[src/rtl/cpu_pkg.sv]
// Shared definitions for the 16-bit pipeline: datapath widths and the
// MEM-stage sequencer state encoding.
package cpu_pkg;

  localparam int DATA_W = 16;
  localparam int REG_AW = 4;

  typedef enum logic {
    IDLE   = 1'b0,
    ACCESS = 1'b1
  } mem_state_e;

endpackage

[src/rtl/mem_access_ctrl_if.sv]
// Data-memory request/ready handshake between the MEM stage and memory.
interface mem_access_ctrl_if;
  import cpu_pkg::*;

  logic              mem_req;
  logic              mem_we;
  logic [DATA_W-1:0] mem_addr;
  logic [DATA_W-1:0] mem_wdata;
  logic              mem_ready;
  logic [DATA_W-1:0] mem_rdata;

  modport master (
    output mem_req, mem_we, mem_addr, mem_wdata,
    input  mem_ready, mem_rdata
  );

  modport slave (
    input  mem_req, mem_we, mem_addr, mem_wdata,
    output mem_ready, mem_rdata
  );

endinterface

[src/rtl/mem_access_ctrl.sv]
// MEM-stage sequencer: issues variable-latency memory accesses, stalls the
// upstream pipeline while one is outstanding, and registers the MEM/WB fields.
module mem_access_ctrl
  import cpu_pkg::*;
#(
  parameter int WAIT_MAX = 15,
  parameter int CNT_W    = 8
) (
  input  logic              clk,
  input  logic              rst,
  input  logic [DATA_W-1:0] alu_result,
  input  logic [DATA_W-1:0] rdata2,
  input  logic              mem_read,
  input  logic              mem_write,
  input  logic              mem_to_reg,
  input  logic              reg_wen,
  input  logic [REG_AW-1:0] reg_waddr,
  mem_access_ctrl_if.master bus,
  output logic              stall,
  output logic [DATA_W-1:0] wb_data,
  output logic              wb_wen,
  output logic [REG_AW-1:0] wb_waddr,
  output logic              err
);

  localparam logic [CNT_W-1:0] LAST_WAIT = CNT_W'(WAIT_MAX - 1);

  mem_state_e       state, next_state;
  logic [CNT_W-1:0] wait_cnt;
  logic             acc;
  logic             timeout;

  assign acc = mem_read | mem_write;

  // NOTE: every output of this block gets a default first, so no path can
  // leave a signal unassigned and infer a latch.
  always_comb begin
    next_state    = state;
    stall         = 1'b0;
    timeout       = 1'b0;
    bus.mem_req   = 1'b0;
    bus.mem_we    = 1'b0;
    bus.mem_addr  = alu_result;
    bus.mem_wdata = rdata2;
    case (state)
      IDLE: begin
        if (acc) begin
          stall      = 1'b1;
          next_state = ACCESS;
        end
      end
      ACCESS: begin
        // Request is masked during reset so an abandoned access never leaks out.
        bus.mem_req = rst;
        bus.mem_we  = mem_write;
        if (bus.mem_ready) begin
          next_state = IDLE;
        end else if (wait_cnt == LAST_WAIT) begin
          timeout    = 1'b1;
          next_state = IDLE;
        end else begin
          stall = 1'b1;
        end
      end
      default: next_state = IDLE;
    endcase
  end

  // NOTE: sequential state uses non-blocking assignments so every register
  // samples pre-edge values regardless of statement order.
  always_ff @(posedge clk) begin
    if (!rst) begin
      state    <= IDLE;
      wait_cnt <= '0;
      wb_data  <= '0;
      wb_wen   <= 1'b0;
      wb_waddr <= '0;
      err      <= 1'b0;
    end else begin
      state <= next_state;
      if (state == IDLE) begin
        if (acc) begin
          wait_cnt <= '0;
          wb_wen   <= 1'b0;
          if (mem_read && mem_write) err <= 1'b1;
        end else begin
          wb_data  <= alu_result;
          wb_wen   <= reg_wen;
          wb_waddr <= reg_waddr;
        end
      end else if (bus.mem_ready) begin
        wb_data  <= mem_to_reg ? bus.mem_rdata : alu_result;
        wb_wen   <= reg_wen;
        wb_waddr <= reg_waddr;
      end else begin
        // Stalled or aborted: the slot retires as a bubble.
        wb_wen <= 1'b0;
        if (timeout) err <= 1'b1;
        else         wait_cnt <= wait_cnt + CNT_W'(1);
      end
    end
  end

endmodule

[src/flat_wrapper.sv]
// flat-port wrapper written by rule: the top's interface ports become plain ports
module mem_access_ctrl_flat import cpu_pkg::*;
#(
  parameter int WAIT_MAX = 15,
  parameter int CNT_W    = 8
)
  (clk, rst, alu_result, rdata2, mem_read, mem_write, mem_to_reg, reg_wen, reg_waddr, stall, wb_data, wb_wen, wb_waddr, err, bus_mem_req, bus_mem_we, bus_mem_addr, bus_mem_wdata, bus_mem_ready, bus_mem_rdata);
  mem_access_ctrl_if bus_i ();
  input  logic clk;
  input  logic rst;
  input  logic [DATA_W-1:0] alu_result;
  input  logic [DATA_W-1:0] rdata2;
  input  logic mem_read;
  input  logic mem_write;
  input  logic mem_to_reg;
  input  logic reg_wen;
  input  logic [REG_AW-1:0] reg_waddr;
  output logic stall;
  output logic [DATA_W-1:0] wb_data;
  output logic wb_wen;
  output logic [REG_AW-1:0] wb_waddr;
  output logic err;
  output wire logic [$bits(bus_i.mem_req)-1:0] bus_mem_req;
  output wire logic [$bits(bus_i.mem_we)-1:0] bus_mem_we;
  output wire logic [$bits(bus_i.mem_addr)-1:0] bus_mem_addr;
  output wire logic [$bits(bus_i.mem_wdata)-1:0] bus_mem_wdata;
  input wire logic [$bits(bus_i.mem_ready)-1:0] bus_mem_ready;
  input wire logic [$bits(bus_i.mem_rdata)-1:0] bus_mem_rdata;
  assign bus_mem_req = bus_i.mem_req;
  assign bus_mem_we = bus_i.mem_we;
  assign bus_mem_addr = bus_i.mem_addr;
  assign bus_mem_wdata = bus_i.mem_wdata;
  assign bus_i.mem_ready = bus_mem_ready;
  assign bus_i.mem_rdata = bus_mem_rdata;
  mem_access_ctrl #(.WAIT_MAX(WAIT_MAX), .CNT_W(CNT_W)) u_core (.clk(clk), .rst(rst), .alu_result(alu_result), .rdata2(rdata2), .mem_read(mem_read), .mem_write(mem_write), .mem_to_reg(mem_to_reg), .reg_wen(reg_wen), .reg_waddr(reg_waddr), .bus(bus_i), .stall(stall), .wb_data(wb_data), .wb_wen(wb_wen), .wb_waddr(wb_waddr), .err(err));
endmodule
[config.mk]
export PLATFORM = sky130hd
export DESIGN_NAME = mem_access_ctrl_flat
export DESIGN_NICKNAME = d
export VERILOG_FILES = /design/src/rtl/cpu_pkg.sv /design/src/rtl/mem_access_ctrl_if.sv /design/src/rtl/mem_access_ctrl.sv /design/src/flat_wrapper.sv
export SDC_FILE = /design/constraint.sdc
export NUM_CORES = 1
export LEC_CHECK = 0
export BUFFER_PORTS_ARGS = -buffer_cell sky130_fd_sc_hd__buf_2
export CAP_MARGIN = 5
export CORE_MARGIN = 3
export CORE_UTILIZATION = 42
export CTS_CLUSTER_SIZE = 25
export DETAILED_ROUTE_END_ITERATION = 7
export GPL_ROUTABILITY_DRIVEN = 0
export GPL_TIMING_DRIVEN = 0
export PLACE_DENSITY_LB_ADDON = 0.25
export SLEW_MARGIN = 20
export SYNTH_ARGS = -nofsm -noshare
export SYNTH_HDL_FRONTEND = slang
export SYNTH_SLANG_ARGS = --single-unit
export TNS_END_PERCENT = 30
[constraint.sdc]
create_clock -name clk -period 1.88 [get_ports clk]
set_input_delay 0.094 -clock clk [delete_from_list [all_inputs] [get_ports clk]]
set_output_delay 0.094 -clock clk [all_outputs]
set_load 0.005 [all_outputs]
# Word level (Yosys, flattened, before mapping)
# Cells that the tools add are included.
# W data, S select, Z words.
[totals]
ff_bits = 31
inputBits = 59
wordCells = 49
[op_classes]
addsub = 1
n_eq_ne = 6
n_mux = 28
n_bitwise = 2
reduce_logical = 6
[ops]
columns = ["cell", "n"]
rows = [
  ["$mux W16", 4],
  ["$mux W8", 4],
  ["$mux W1", 16],
  ["$mux W4", 3],
  ["$add A8 B1 Y8 const B", 1],
  ["$eq A8 B4 Y1 const B", 1],
  ["$ne A2 B2 Y1 const B", 4],
  ["$reduce_and A4 Y1", 1],
  ["$reduce_bool A2 Y1", 2],
  ["$reduce_and A3 Y1", 1],
  ["$ne A2 B1 Y1 const B", 1],
  ["$pmux W1 S2", 1],
  ["$reduce_and A2 Y1", 1],
  ["$logic_and A1 B1 Y1", 1],
  ["$not A1 Y1", 1],
  ["$or A1 B1 Y1", 1],
]

# Logic depth before layout (Yosys ltp)
# Gate-level depths: netlist of the first run.
[logic_depth]
word_depth = 7
ltp_mapped = 6
depth_no_buf = 5

# Least setup slack after synthesis of the first run
# OpenSTA, ideal clock, no wires.
[synth_path]
path_type = "register to register"
start = "reg u_core.wait_cnt[0]"
end = "reg u_core.wait_cnt[7]"
setup_ns = 0.117
t_arrival_ns = 1.395
required_time_ns = 1.763
setup_slack_ns = 0.368
stages_incl_launch_ff = 7
period_less_slack_ns = 1.512
path_cell_list = "dfxtp_1 > inv_1 > ha_1 > and4_4 > buf_6 > a211o_1 > a32o_1"
[synth_via]
elab_chain_cells = 6
[synth_lines]
columns = ["element", "line", "text"]
rows = [
  ["from (decl)", "mem_access_ctrl.sv:29", "logic [CNT_W-1:0] wait_cnt;"],
  ["from (signal assigned)", "mem_access_ctrl.sv:99", "else wait_cnt <= wait_cnt + CNT_W'(1);"],
  ["parallel branches: the longest is 6 deep, another holds $add A8 B1 Y8", "-", ""],
]
# Parallel ways; which one is timed is not known. The select of a mux whose other input is x is not followed.
# A chain may end at the register's enable or synchronous reset.

# Final worst setup path of the first run
[layout_path]
start = "reg u_core.state"
end = "reg u_core.wb_data[2]"
[layout_via]
elab_chain_cells = 2
[layout_lines]
columns = ["element", "line", "text"]
rows = [
  ["from (decl)", "mem_access_ctrl.sv:28", "mem_state_e state, next_state;"],
  ["from (signal assigned)", "mem_access_ctrl.sv:80", "state <= next_state;"],
  ["$ne A2 B1 Y1 (no source line) / $ne A2 B2 Y1 (equally long branches)", "-", ""],
  ["$reduce_and A2 Y1 (no source line)", "-", ""],
  ["to (signal assigned)", "mem_access_ctrl.sv:87", "wb_data <= alu_result;"],
  ["to (signal assigned)", "mem_access_ctrl.sv:92", "wb_data <= mem_to_reg ? bus.mem_rdata : alu_result;"],
  ["to (decl)", "mem_access_ctrl.sv:20", "output logic [DATA_W-1:0] wb_data,"],
]
# Parallel ways exist; a longest one is shown, timed or not.

==> flow_summary.toml, run 1 <==
[status]
run_status = "finished, final reports clean"

[finish]
design_area_um2 = 2366
n_antenna_cell = 0
final_common_cell = "buf_2"
layout.nets = 370
total_area_of_multi_input_combinational_cells_um2 = 784.5
regArea_um2 = 620.6
n_fill_cell = 354
areaGrowthSynthToFinish_pct = 36.04
layout.core_utilization_pct = 61.84
mostFrequentLayoutCells = "100 x buf_2, 33 x buf_4, 31 x dfxtp_1, 22 x nor2_1, 20 x nand2_1"
fin_cells = 358
drive_gt1_share_pct = 48.06

[routing]
detail_route.first_pass.iterations = 4
vias_per_cell = 5.075
route.vias.total = 1817
remaining_drc_errors = 0
avgRoutedWirePerCell_um = 13.04
postRouteAntennaNets = 0
drt_iter0_drc = 150
routed_wirelength_mm = 4.668

[power]
power.switching_fraction_pct = 27.27
power.share.sequential_pct = 45.4
p_total_mw = 1.598
p_switching_mw = 0.4358
p_clk_share_pct = 30.4
internal_power_mw = 1.162
power_density_nw_per_um2 = 675.3
ir_worst_vdd_mv = 0.3983
p_leak_nw = 1.165
combPwrFrac_pct = 24.1

[placed_design]
dp_hpwl_mm = 3.627
numPlacedInstances = 350
pre_cts_setup_slack_ns = 0.2064
post_dp_cell_area_um2 = 2285
buffer_ports.inserted = 97

[worst_setup_path]
cp-start-kind = "register"
cp_data_arrival_time_ns = 1.82
worst-setup-path-type = "reg2reg"
required_ns = 2.00
crit_path_max_fanout = 10
worst-r2r-setup-slack_ns = 0.18
worst_setup_path_end_kind = "register"

[timing]
fin_setup_tns_ns = 0
slew_violations = 0
worst_slew_pin_slew_ns = 0.5470
timing.final.ws_setup_ns = 0.1773
worst_slew_margin_rel_pct = 63.53
hold_violations = 0
fmax_ghz = 0.5873
timing.hold.ws_ns = 0.06355
period_share_pct = 90.57
report.final.setup_viol = 0
finClkSkew_ns = 0.001209
final.min_clock_period_ns = 1.703
grt_setup_unrepaired = "false"

[logic_synthesis]
syn_area_um2 = 1739
yosys.area.top_type_share_pct = 35.68
post-synth-top-area-cell = "dfxtp_1"
flip_flop_and_latch_count_after_synthesis = 31
ys_warn_count = 0
synthesis.nets = 266
seq_area_frac_synth_pct = 35.68
mean_cell_area_of_the_mapped_netlist_um2 = 8.484
synthCells = 205
yosys-top-cells-area = "dfxtp_1 36%, buf_4 14%, a311oi_1 8.1%"
synth.lib_cells_used.distinct = 40

[clock_tree]
cts_tree = "built"
post_cts_resized = 0
cts_sinks = 31
post_cts_buffers = 0
path_clk_slew_ns = 0.06
cts.path.max_buffers = 2
clk-insertion-delay-late_ns = 0.27
cts_root_buf = "clkbuf_8"
hold_buffers = 0
number_of_buffers_created_by_cts = 5
htreeDepth = 2

[floorplanning]
design.core.area_um2 = 3826
core.rowCount = 22
floorplan.io_pins = 116
die_area_um2 = 4949
height_of_the_chip_um = 70.35
fp.dieW_um = 70.35
start_util_pct = 45.45

[global_route]
antenna_violations_before_repair = 0
grt_util_all_layers_pct = 18.99
largest_net_degree_at_the_start_of_global_routing = 11
grt_pass1_vias = 1736
globalRouteOverflowTotal = 0
global_route_wire_length_before_repair_mm = 7.790

[job]
timing.max_cap.violations = 0

[min_path]
hold_path.class = "in2reg"
## power groups by stage
| stage | Sequential (mW) | Combinational (mW) | Clock [mW] |
|---|---|---|---|
| 2_1_floorplan | 0.744 | 0.216 | 0 |
| 3_3_place_gp | 0.739 | 0.384 | 0 |
| 3_5_place_dp | 0.740 | 0.389 | 0 |
| 4_1_cts | 0.726 | 0.390 | 0.497 |
| 5_1_grt | 0.731 | 0.430 | 0.527 |
| 6_report | 0.726 | 0.386 | 0.486 |
## cell usage after synthesis
library cell	instances
o21ai_0	3
nor2_2	1
inv_1	2
nand3_1	18
and3_1	2
nor4b_4	1
a211o_1	1
nand2_1	20
nand4_1	3
o311ai_0	1
a211oi_1	1
a32o_1	1
o31ai_4	1
nor3_1	2
dfxtp_1	31
and2_1	4
a311oi_2	1
a21oi_1	5
o31ai_1	1
o31a_1	1
nand2b_1	4
nand3b_1	1
a311oi_1	16
nand2_2	1
o32ai_1	1
buf_6	3
and4_4	1
nor2_1	22
nand4b_1	1
nor2b_1	1
a41oi_1	1
o41ai_1	1
buf_4	33
buf_2	3
ha_1	2
mux2i_1	4
clkbuf_1	7
inv_2	1
and4_1	1
a21boi_0	1
## critical path, cell delays in order (launching register included)
cell and delay [ns]:
dfxtp_1 0.36, o31ai_4 0.55, clkbuf_1 0.47, a311oi_1 0.17
## sequential cells by signal, indices dropped and copies added (netlist names)
signal	flops
u_core.err	1
u_core.state	1
u_core.wait_cnt	8
u_core.wb_data	16
u_core.wb_waddr	4
u_core.wb_wen	1
## layout make-up
class	instances	area share [%]
Buffer	46	13.64
Tap cell	48	2.538
Clock buffer	7	3.226
Inverter	3	0.4759
Multi-Input combinational cell	125	33.16
Clock inverter	1	0.2115
Sequential cell	31	26.23
Timing Repair Buffer	97	20.52
## metal layers
| metal | global-route usage (%) | wire length [um] | vias up |
|---|---|---|---|
| met5 | 0 | 0 | - |
| met4 | 3.830 | 38 | 0 |
| met3 | 5.324 | 382 | 2 |
| met2 | 31.50 | 2267 | 75 |
| met1 | 24.50 | 1979 | 835 |
| li1 | - | - | 905 |
## worst paths after layout
| kind | from | endpoint | cells past startpoint |
|---|---|---|---|
| worst max register to register | u_core.state | u_core.wb_data[2] | 3 |
| worst max-delay path | u_core.state | u_core.wb_data[2] | 3 |
| worst min register to register | u_core.err | u_core.err | 1 |
| worst min-delay path | reg_wen | u_core.wb_wen | 2 |
## cells by family (layout without fill, tap and decap cells)
logic type               count (synthesis)  count (layout)  synth area share [%]
AO/OA/AOI/OAI                           36              36                 17.34
adder cells (fa/ha/maj)                  2               2                 1.439
buffers and inverters                   49             154                 19.21
flip-flops                              31              31                 35.68
multiplexers                             4               4                 2.302
AND/OR/NAND/NOR                         83              83                 24.03
Note: power is estimated with default switching activity, not from simulation.
==> inputs of run 2 (changes only) <==
--- a/config.mk
+++ b/config.mk
@@ -13,7 +13,7 @@
 export DETAILED_ROUTE_END_ITERATION = 7
 export GPL_ROUTABILITY_DRIVEN = 0
 export GPL_TIMING_DRIVEN = 0
-export PLACE_DENSITY_LB_ADDON = 0.25
+export PLACE_DENSITY = 0.84
 export SLEW_MARGIN = 20
 export SYNTH_ARGS = -nofsm -noshare
 export SYNTH_HDL_FRONTEND = slang
==> flow_summary.toml, run 2 (synthesized netlist as in run 1, its figures left out) <==
[status]
run_status = "finished, final reports clean"

[finish]
largest_register_ffs = 16
mostFrequentLayoutCells = "100 x buf_2, 33 x buf_4, 31 x dfxtp_1, 22 x nor2_1, 20 x nand2_1"
largest_register_by_flop_count = "u_core.wb_data"
drive_gt1_share_pct = 48.71
areaGrowthSynthToFinish_pct = 37.34
final_common_cell = "buf_2"
fin_cells = 358
layout.nets = 370
design_area_um2 = 2389
layout.core_utilization_pct = 62.43
reg_top3 = "u_core.wb_data x16, u_core.wait_cnt x8, u_core.wb_waddr x4"
n_antenna_cell = 0

[clock_tree]
clk-insertion-delay-late_ns = 0.29
cts_root_buf = "clkbuf_8"
hold_buffers = 0
cts_tree = "built"
htreeDepth = 2
post_cts_resized = 0
cts.path.max_buffers = 2
number_of_buffers_created_by_cts = 5
path_clk_slew_ns = 0.07
post_cts_buffers = 0
cts_sinks = 31

[global_route]
grt.met1_usage_pct = 22.31
grt_util_all_layers_pct = 19.26
m3_gr_usage_pct = 4.604
largest_net_degree_at_the_start_of_global_routing = 11
globalRouteOverflowTotal = 0
antenna_violations_before_repair = 0
top_usage_layer = "met2"
global_route_wire_length_before_repair_mm = 7.755
grt_pass1_vias = 1776
use_met2_pct = 33.16

[floorplanning]
height_of_the_chip_um = 70.35
fp.dieW_um = 70.35
floorplan.io_pins = 116
design.core.area_um2 = 3826
die_area_um2 = 4949
core.rowCount = 22
start_util_pct = 45.45

[worst_setup_path]
cp-start-kind = "register"
cp_data_arrival_time_ns = 1.81
critical_path_buf_inv_count = 1
regToRegStartpoint = "u_core.state"
required_ns = 2.02
critical_path_slowest_stage_cell = "o31ai_4"
reg2reg_to = "u_core.wb_data[4]"
worst-setup-path-type = "reg2reg"
worst_setup_path_end_kind = "register"
worstRegToRegCells = 3
worstPathCellList = "o31ai_4, clkbuf_1, a311oi_1"
worst-r2r-setup-slack_ns = 0.21
crit_path_max_fanout = 10
max_stage_delay_ns = 0.56
timing.critical_path.max_delay_family = "compound AO/OA/AOI/OAI gates"

[placed_design]
pre_cts_setup_slack_ns = 0.2167
dp_hpwl_mm = 3.750
post_dp_cell_area_um2 = 2285
buffer_ports.inserted = 97
numPlacedInstances = 350

[timing]
worst_slew_pin_slew_ns = 0.5606
worst_slew_margin_rel_pct = 62.62
fmax_ghz = 0.5979
report.final.setup_viol = 0
finClkSkew_ns = 0.006665
hold_violations = 0
timing.final.ws_setup_ns = 0.2075
period_share_pct = 88.96
grt_setup_unrepaired = "false"
slew_violations = 0
fin_setup_tns_ns = 0
final.min_clock_period_ns = 1.672
timing.hold.ws_ns = 0.04676

[power]
p_clk_share_pct = 34.5
power.share.sequential_pct = 42.7
combPwrFrac_pct = 22.8
internal_power_mw = 1.235
power_density_nw_per_um2 = 712.9
p_leak_nw = 1.173
ir_worst_vdd_mv = 0.3928
p_total_mw = 1.703
p_switching_mw = 0.4673
power.switching_fraction_pct = 27.44

[min_path]
timing.hold.worst_path_depth = 3
hold_path_end = "u_core.wb_waddr[3]"
hold_path.class = "in2reg"
hp-start = "reg_waddr[3]"

[job]
timing.max_cap.violations = 0

[routing]
detail_route.first_pass.iterations = 4
vias_per_cell = 5.075
remaining_drc_errors = 0
avgRoutedWirePerCell_um = 13.70
postRouteAntennaNets = 0
drt_iter0_drc = 87
route.vias.total = 1817
routed_wirelength_mm = 4.903
[run 2: how the worst max path moves through the flow]
stage                        from                 end  cells after the start
2_1_floorplan  u_core.wait_cnt[0]  u_core.wait_cnt[7]                      6
3_3_place_gp         u_core.state   u_core.wb_data[4]                      3
3_5_place_dp         u_core.state   u_core.wb_data[8]                      3
4_1_cts              u_core.state               stall                      5
5_1_grt        u_core.wait_cnt[0]  u_core.wait_cnt[2]                      5
6_report             u_core.state   u_core.wb_data[4]                      3
[run 2: layout make-up]
| type | instances | area, um2 |
|---|---|---|
| clock inverters | 1 | 7.507 |
| flip-flops and latches | 31 | 620.6 |
| well taps | 48 | 60.06 |
| inverters | 3 | 11.26 |
| multi-input cells | 125 | 784.5 |
| repair buffers | 97 | 485.5 |
| clock buffers | 7 | 96.34 |
| plain buffers | 46 | 322.8 |
| fillers | 347 | 1438 |
[run 2: layer usage]
metal	part of all wire (%)	up-vias
li1	-	904
met1	40	819
met2	50	86
met3	8.2	8
met4	1.7	0
met5	0	-
[run 2: worst reg2reg max path, stage by stage (launching register included)]
cell and delay (ns):
dfxtp_1 0.36, o31ai_4 0.56, clkbuf_1 0.43, a311oi_1 0.18
[run 2: power by group through the flow]
stage / Combinational (mW) / Clock, mW / Sequential, mW
floorplan: 0.216 / 0 / 0.744
global placement: 0.381 / 0 / 0.738
detailed placement: 0.390 / 0 / 0.741
CTS: 0.391 / 0.595 / 0.726
global route: 0.433 / 0.621 / 0.732
finish: 0.388 / 0.588 / 0.727
==> inputs of run 3 (changes only) <==
--- a/config.mk
+++ b/config.mk
@@ -8,12 +8,13 @@
 export BUFFER_PORTS_ARGS = -buffer_cell sky130_fd_sc_hd__buf_2
 export CAP_MARGIN = 5
 export CORE_MARGIN = 3
-export CORE_UTILIZATION = 42
+export CORE_UTILIZATION = 43
+export CTS_BUF_LIST = sky130_fd_sc_hd__clkbuf_2 sky130_fd_sc_hd__clkbuf_4 sky130_fd_sc_hd__clkbuf_8
 export CTS_CLUSTER_SIZE = 25
 export DETAILED_ROUTE_END_ITERATION = 7
 export GPL_ROUTABILITY_DRIVEN = 0
 export GPL_TIMING_DRIVEN = 0
-export PLACE_DENSITY = 0.84
+export PLACE_DENSITY = 0.86
 export SLEW_MARGIN = 20
 export SYNTH_ARGS = -nofsm -noshare
 export SYNTH_HDL_FRONTEND = slang
==> flow_summary.toml, run 3 (synthesized netlist as in run 1, its figures left out) <==
[clock_tree]
cts.path.max_buffers = 2
path_clk_slew_ns = 0.06
number_of_buffers_created_by_cts = 5
clk-insertion-delay-late_ns = 0.28
htreeDepth = 2
cts_tree = "built"
post_cts_buffers = 0
hold_buffers = 0
cts_root_buf = "clkbuf_8"
cts_sinks = 31
post_cts_resized = 0

[finish]
mostFrequentLayoutCells = "100 x buf_2, 33 x buf_4, 31 x dfxtp_1, 22 x nor2_1, 20 x nand2_1"
largest_register_by_flop_count = "u_core.wb_data"
n_antenna_cell = 0
largest_register_ffs = 16
n_fill_cell = 357
layout.nets = 370
reg_top3 = "u_core.wb_data x16, u_core.wait_cnt x8, u_core.wb_waddr x4"
fin_cells = 357
areaGrowthSynthToFinish_pct = 37.48
drive_gt1_share_pct = 48.54
final_common_cell = "buf_2"

[routing]
routed_wirelength_mm = 4.873
detail_route.first_pass.iterations = 4
route.vias.total = 1867
drt_iter0_drc = 105
remaining_drc_errors = 0
vias_per_cell = 5.230
postRouteAntennaNets = 0
avgRoutedWirePerCell_um = 13.65

[floorplanning]
die_area_um2 = 4843
start_util_pct = 46.12
core.rowCount = 22
fp.dieW_um = 69.60
design.core.area_um2 = 3771
height_of_the_chip_um = 69.60
floorplan.io_pins = 116

[timing]
final.min_clock_period_ns = 1.667
hold_violations = 0
report.final.setup_viol = 0
worst_slew_pin_slew_ns = 0.5613
finClkSkew_ns = 0.007287
fmax_ghz = 0.5999
grt_setup_unrepaired = "false"
fin_setup_tns_ns = 0
period_share_pct = 88.67
slew_violations = 0
timing.final.ws_setup_ns = 0.2130
worst_slew_margin_rel_pct = 62.58

[power]
power.share.sequential_pct = 41.4
p_leak_nw = 1.177
p_clk_share_pct = 36.5
internal_power_mw = 1.305
power_density_nw_per_um2 = 735.0
p_switching_mw = 0.4523
power.switching_fraction_pct = 25.74
ir_worst_vdd_mv = 0.3736
combPwrFrac_pct = 22.1

[worst_setup_path]
worst_setup_path_end_kind = "output port"
worst-setup-path-type = "reg2out"
cp-start-kind = "register"
crit_path_max_fanout = 10
cp_data_arrival_time_ns = 1.57
required_ns = 1.79

[placed_design]
dp_hpwl_mm = 3.795
buffer_ports.inserted = 97
pre_cts_setup_slack_ns = 0.2323
numPlacedInstances = 350

[job]
timing.max_cap.violations = 0

[min_path]
hold_path.class = "in2reg"

[global_route]
globalRouteOverflowTotal = 0
antenna_violations_before_repair = 0
global_route_wire_length_before_repair_mm = 7.748
largest_net_degree_at_the_start_of_global_routing = 11
grt_pass1_vias = 1820
grt_util_all_layers_pct = 19.46

[status]
run_status = "finished, final reports clean"
run 3: changes by cell type in the layout (fill, tap and decap cells not counted), sizes merged:
cell / change
bufinv: +1
clkbuf: -1
clkinvlp: -1
run 3: area by class of cell:
type                       instances  area (um2)  area share (%)
sequential                        31       620.6           25.96
timing repair buffer              97       485.5           20.30
buffer                            46       322.8           13.50
inverter                           3       11.26          0.4710
multi-input combinational        125       784.5           32.81
clock buffer                       6       76.32           3.192
tap                               48       60.06           2.512
clock inverter                     1       30.03           1.256
run 3: path summary, 6_finish.rpt:
kind	endpoint	slack (ns)	start	depth (start not counted)
worst max-delay path	bus_mem_req	0.21	u_core.state	4
worst min-delay path	u_core.wb_waddr[3]	0.05	reg_waddr[3]	3
worst max register to register	u_core.wb_data[9]	0.23	u_core.state	3
worst min register to register	u_core.wb_waddr[3]	0.49	u_core.wb_waddr[3]	2
run 3: critical path: stages (launching register included):
cell	delay [ns]
dfxtp_1	0.43
buf_4	0.21
clkbuf_1	0.36
and2_1	0.19
buf_2	0.10
run 3: metrics by stage:
step	total power, mW	hold slack (ns)	area (um2)	util (%)
after floorplan	0.9604	0.2399	1739	-
after global placement	1.121	0.3282	2285	60.58
after detailed placement	1.132	0.3450	2285	60.58
after CTS	1.774	0.03979	2391	63.40
after global routing	1.845	0.05946	2391	63.40
final	1.757	0.04679	2391	63.40
run 3: power by group through the flow:
stage | Sequential [mW] | Combinational (mW) | Clock (mW)
finish | 0.727 | 0.388 | 0.642
global route | 0.732 | 0.430 | 0.683
CTS | 0.727 | 0.392 | 0.656
detailed placement | 0.741 | 0.390 | 0
global placement | 0.739 | 0.383 | 0
floorplan | 0.744 | 0.216 | 0
run 3: layer usage:
layer  GRT usage [%]  vias up  wire length [um]
li1                -      909                 -
met1           22.15      849              1832
met2           33.26       99              2438
met3           5.217       10               498
met4           9.761        0               102
met5               0        -                 0
